--- src/rtl/decoder_4to16.sv ---
// Registered 4-to-16 one-hot decoder with valid, latched select and event counter.
// Optional active-low strobe bus dec_n when DECODER_ACTLOW_OUT_EN is defined.
module decoder_4to16 #(
  parameter int REG_OUT = 1,
  parameter int CNT_W   = 8,
  parameter int CNT_SAT = 0
) (
  input  logic             clk,
  input  logic             rst_n,
  output logic [15:0]      dec,
  input  logic             a,
  input  logic             b,
  input  logic             c,
  input  logic             d,
  input  logic             en_n,
  output logic             dec_vld,
  output logic [3:0]       sel_q,
  output logic [CNT_W-1:0] dec_cnt
`ifdef DECODER_ACTLOW_OUT_EN
  ,
  output logic [15:0]      dec_n
`endif
);

  logic [3:0]       sel;
  logic [15:0]      hot;
  logic [CNT_W-1:0] cnt_nxt;

  assign sel = {a, b, c, d};

  always_comb begin
    hot = '0;
    if (!en_n) hot[sel] = 1'b1;
  end

  always_comb begin
    cnt_nxt = dec_cnt + CNT_W'(1);
    if (CNT_SAT != 0 && dec_cnt == '1)
      cnt_nxt = dec_cnt;
  end

  always_ff @(posedge clk or negedge rst_n) begin
    if (!rst_n) begin
      sel_q   <= '0;
      dec_cnt <= '0;
    end else if (!en_n) begin
      sel_q   <= sel;
      dec_cnt <= cnt_nxt;
    end
  end

  if (REG_OUT != 0) begin : g_reg
    logic [15:0] dec_q;

    always_ff @(posedge clk or negedge rst_n) begin
      if (!rst_n) dec_q <= '0;
      else        dec_q <= hot;
    end

    assign dec = dec_q;
  end else begin : g_comb
    // Forced low during reset so both modes share the same reset view.
    assign dec = rst_n ? hot : '0;
  end

  assign dec_vld = |dec;

`ifdef DECODER_ACTLOW_OUT_EN
  assign dec_n = ~dec;
`endif

endmodule

--- config.mk ---
export PLATFORM = sky130hd
export DESIGN_NAME = decoder_4to16
export DESIGN_NICKNAME = d
export VERILOG_FILES = /design/src/rtl/decoder_4to16.sv
export SDC_FILE = /design/constraint.sdc
export NUM_CORES = 1
export LEC_CHECK = 0
export ABC_AREA = 1
export CORE_ASPECT_RATIO = 1.75
export CORE_MARGIN = 3
export CORE_UTILIZATION = 31
export CTS_BUF_LIST = sky130_fd_sc_hd__clkbuf_2
export CTS_CLUSTER_DIAMETER = 40
export DETAILED_ROUTE_END_ITERATION = 12
export SYNTH_ARGS = -nofsm -noshare
export SYNTH_HDL_FRONTEND = slang
export SYNTH_SLANG_ARGS = --single-unit
--- constraint.sdc ---
create_clock -name clk -period 1.44 [get_ports clk]
set_clock_uncertainty 0.05 [all_clocks]
set_input_delay 0.216 -clock clk [delete_from_list [all_inputs] [get_ports clk]]
set_output_delay 0.216 -clock clk [all_outputs]
set_load 0.02 [all_outputs]
==> results of run 1 <==
## synth_stat cells
library cell	number
ha_1	1
inv_1	13
nand2_2	2
xnor2_1	1
nor3_1	8
buf_2	1
nor2_1	26
nand2_1	30
buf_6	1
dfrtp_1	28
nand3b_1	2
nand3_1	4
xor2_1	2
clkinv_4	1
nor2_4	2
o21ai_0	3
## sequential cells by signal (all words and copies together), names as in the netlist
signal	count
dec	16
dec_cnt	8
sel_q	4
## worst min path at each step
stage | endpoint | slack [ps] | cells past startpoint
final | dec[11]$_DFF_PN0_ | 160 | 2
after floorplan | dec[0]$_DFF_PN0_ | -130 | 0
after global placement | dec_cnt[7]$_DFFE_PN0N_ | 430 | 2
after detailed placement | sel_q[1]$_DFFE_PN0N_ | 430 | 2
after global routing | dec[10]$_DFF_PN0_ | 160 | 2
after CTS | dec[10]$_DFF_PN0_ | 170 | 2
## metal layers
layer | up-vias | share of wire, %
li1 | 474 | -
met1 | 443 | 37
met2 | 36 | 55
met3 | 6 | 5.9
met4 | 0 | 2.3
met5 | - | 0
## stage by stage
step / instances / util [%]
2_1_floorplan: 125 / -
3_3_place_gp: 209 / 45.7
3_5_place_dp: 209 / 45.7
4_1_cts: 213 / 45.2
5_1_grt: 215 / 45.6
6_report: 215 / 45.6
## worst max-delay path, delay by kind of cell (launching register included)
family | cells | cell delay (ps)
AND/OR/NAND/NOR | 4 | 310
flip-flops | 1 | 430
buffers and inverters | 1 | 150
## layout make-up
class / count / area [µm²]
Fill cell: 354 / 1890
Sequential cell: 28 / 701
Multi-Input combinational cell: 81 / 379
Timing Repair Buffer: 44 / 373
Inverter: 14 / 57.6
Tap cell: 45 / 56.3
Clock buffer: 3 / 15.0
## power groups by stage
stage | sequential (mW) | clock [mW] | combinational [mW]
6_report | 0.973 | 0.265 | 0.748
5_1_grt | 0.992 | 0.294 | 0.825
4_1_cts | 0.980 | 0.268 | 0.713
2_1_floorplan | 1.14 | 0 | 0.261
3_5_place_dp | 1.00 | 0 | 0.760
3_3_place_gp | 1.01 | 0 | 0.746
## what timing repair did
item,in CTS,in global routing
pin swaps,0,2
endpoints found under the setup margin,29,6
gates resized for setup,32,8
buffers inserted,1,2
gates cloned,0,0
## cells by family after synthesis
| family | after synthesis |
|---|---|
| adder cells (fa/ha/maj) | 1 |
| buffers and inverters | 16 |
| AO/OA/AOI/OAI | 3 |
| AND/OR/NAND/NOR | 74 |
| XOR/XNOR | 3 |
| flip-flops | 28 |
==> metrics.md, run 1 <==
| Metric | Value |
|---|---|
| Largest family of logic cells by synthesized area | simple AND/OR/NAND/NOR gates |
| Met1 usage | 11.8% |
| Row count | 28 |
| Die Width | 52.0 µm |
| Arr. time, crit path | 1250 ps |
| Yosys top cell area share | 61.0% |
| Root buf cell | clkbuf_2 |
| Commonest non-fill, non-tap cell in the layout | nand2_1 |
| Core box area | 3470 µm² |
| Slowest cell on crit path | dfrtp_1 |
| VDD IR max | approximately 0.85 mV |
| Critical R2R Launch | dec_cnt[1]$_DFFE_PN0N_ |
| Crit path capture type | primary output |
| TritonRoute pass-1 iters | 5 |
| Power Total | 1.99 mW |
| Clk slew on worst S/H paths | 240 ps |
| Placer Congestion | 0.853 |
| P_sw | roughly 0.73 mW |
| GR peak layer | met2 |
| Vias | approximately 960 |
| Sequential Power Share | 49.0% |
| Critical-path maximum fanout | 2 |
| Synth Cell Area | 1150 µm² |
| Yosys reg bits | 28 |
| Finished Cell Area | 1580 µm² |
| Antenna violations before repair | 0 |
| Total gr overflow | 0 |
| Crit path top cell by count | nand2_1 |
| Run status | finished, violations left |
| Pwr dens | 1260 nW/µm² |
| FMAX | between 0.6 and 0.7 GHz |
| Worst setup margin | -74.1 ps |
| Critical Path RT | 1170 ps |
| Simple-Gate Fraction of Synth Area | around 28% |
| Met3 Use GR | 2.24% |
| Later-pin clock latency in the skew report | 340 ps |
| Nets@finish | 180 |
| Sequential-to-total area share from yosys stat | 61.0% |
| Hold-fix buffers, CTS | 0 |
| Vias per inst | 4.46 |
| Iter 0 DRT Violations | 11 |
| Synth area leaders | dfrtp_1, nand2_1, nor2_1 |
| Clk buf depth | 2 |
| Syn nets | 133 |
| Post-synth cell types | 16 |
| Failing checks | negative setup slack |
| CTS tree | yes |
| Slew Viols, Final | 0 |
| Switching fraction of total power | between 30 and 40% |
| Fin crit share | 105% |
| Setup TNS | -74.1 ps |
| Power Internal | approximately 1.3 mW |
| Yosys synthesis warning count | 0 |
| Vias in the first global route | 1011 |
| Die Ht | 86.5 µm |
| Post-DP HPWL | 1.95 mm |
| Place WS | -75.3 ps |
| Fraction of layout cells with a size suffix above 1 | 12.9% |
| Kind of critical path | flip-flop to primary output |
| Leakage | 0.892 nW |
| Max-Cap Viols | 0 |
| Routed wire per std cell | approximately 11 µm |
| Crit start category | flip-flop |
| GRT met2 Usage | 22.3% |
| PortBufs | 35 |
| Reg2Reg Setup Slack | 210 ps |
| Max incr delay on CP | 430 ps |
| Min cycle time layout | 1510 ps |
| Largest net degree at the start of global routing | 29 |
| Mean post-synth cell area | between 9 and 10 µm² |
| Largest area contributor in the netlist | dfrtp_1 |
| CTS H-Tree Depth | 1 |
| Synth Area in XOR/XNOR | 2.29% |
| Post-route ant nets | 0 |
| Hold slack | around 160 ps |
| Worst r2r path cells | 5 |
| Multiplexer area fraction after synthesis | 0% |
| Clock share of power | 13.4% |
| Slew margin rel. | 77.4% |
| Cell count after synthesis | roughly 130 |
| DRC errors left | 0 |
| Combinational power share | between 30 and 40% |
| GRT Util Overall | 11.9% |
| Initial Util | 33.1% |
| Worst Tran Pin Value | between 300 and 400 ps |
| Cell Area, Placed | 1580 µm² |
| # setup viols final | 1 |
| Crit path cell chain | nor2_1 -> nand2_1 -> nor2_2 -> nand2_1 -> buf_2 |
| # IOs | 36 |
| Reg-to-Reg End | dec_cnt[4]$_DFFE_PN0N_ |
| Crit path to | dec_vld |
| Final Hold Vio Count | 0 |
| Synth Area in Compound Gates | between 1 and 1.5% |
| Most frequent cells in the layout | nand2_1, dfrtp_1, nor2_1, dlygate4sd2_1, inv_1 |
| CTS Buf Count | 3 |
| Hold WC Path Type | input port to asynchronous set/reset pin |
| Ant diodes | 0 |
| Routed wire length | roughly 2.4 mm |
| RSZ-0062 raised after global routing | yes |
| First-pass GRT wire length | between 4 and 5 mm |
| Area Growth Syn to Fin | 37.7% |
| Adder-Cell Fraction of Synth Area | 1.09% |
| Setup crit start | dec[13]$_DFF_PN0_ |
| Die Footprint | 4500 µm² |
| CTS sink count | 28 |
Note: power is estimated with default switching activity, not from simulation.
==> run 2: changes to the inputs <==
Settings changed: GPL_ROUTABILITY_DRIVEN set to 0.
==> results of run 2 <==
No change in the layout: final DEF, timing and power equal those of run 1.
==> run 3: changes to the inputs <==
Settings changed: SKIP_LAST_GASP set to 1.
==> results of run 3 <==
No change in the layout: final DEF, timing and power equal those of run 1.
Main changes from that run: number of gates resized after CTS 32 -> 30
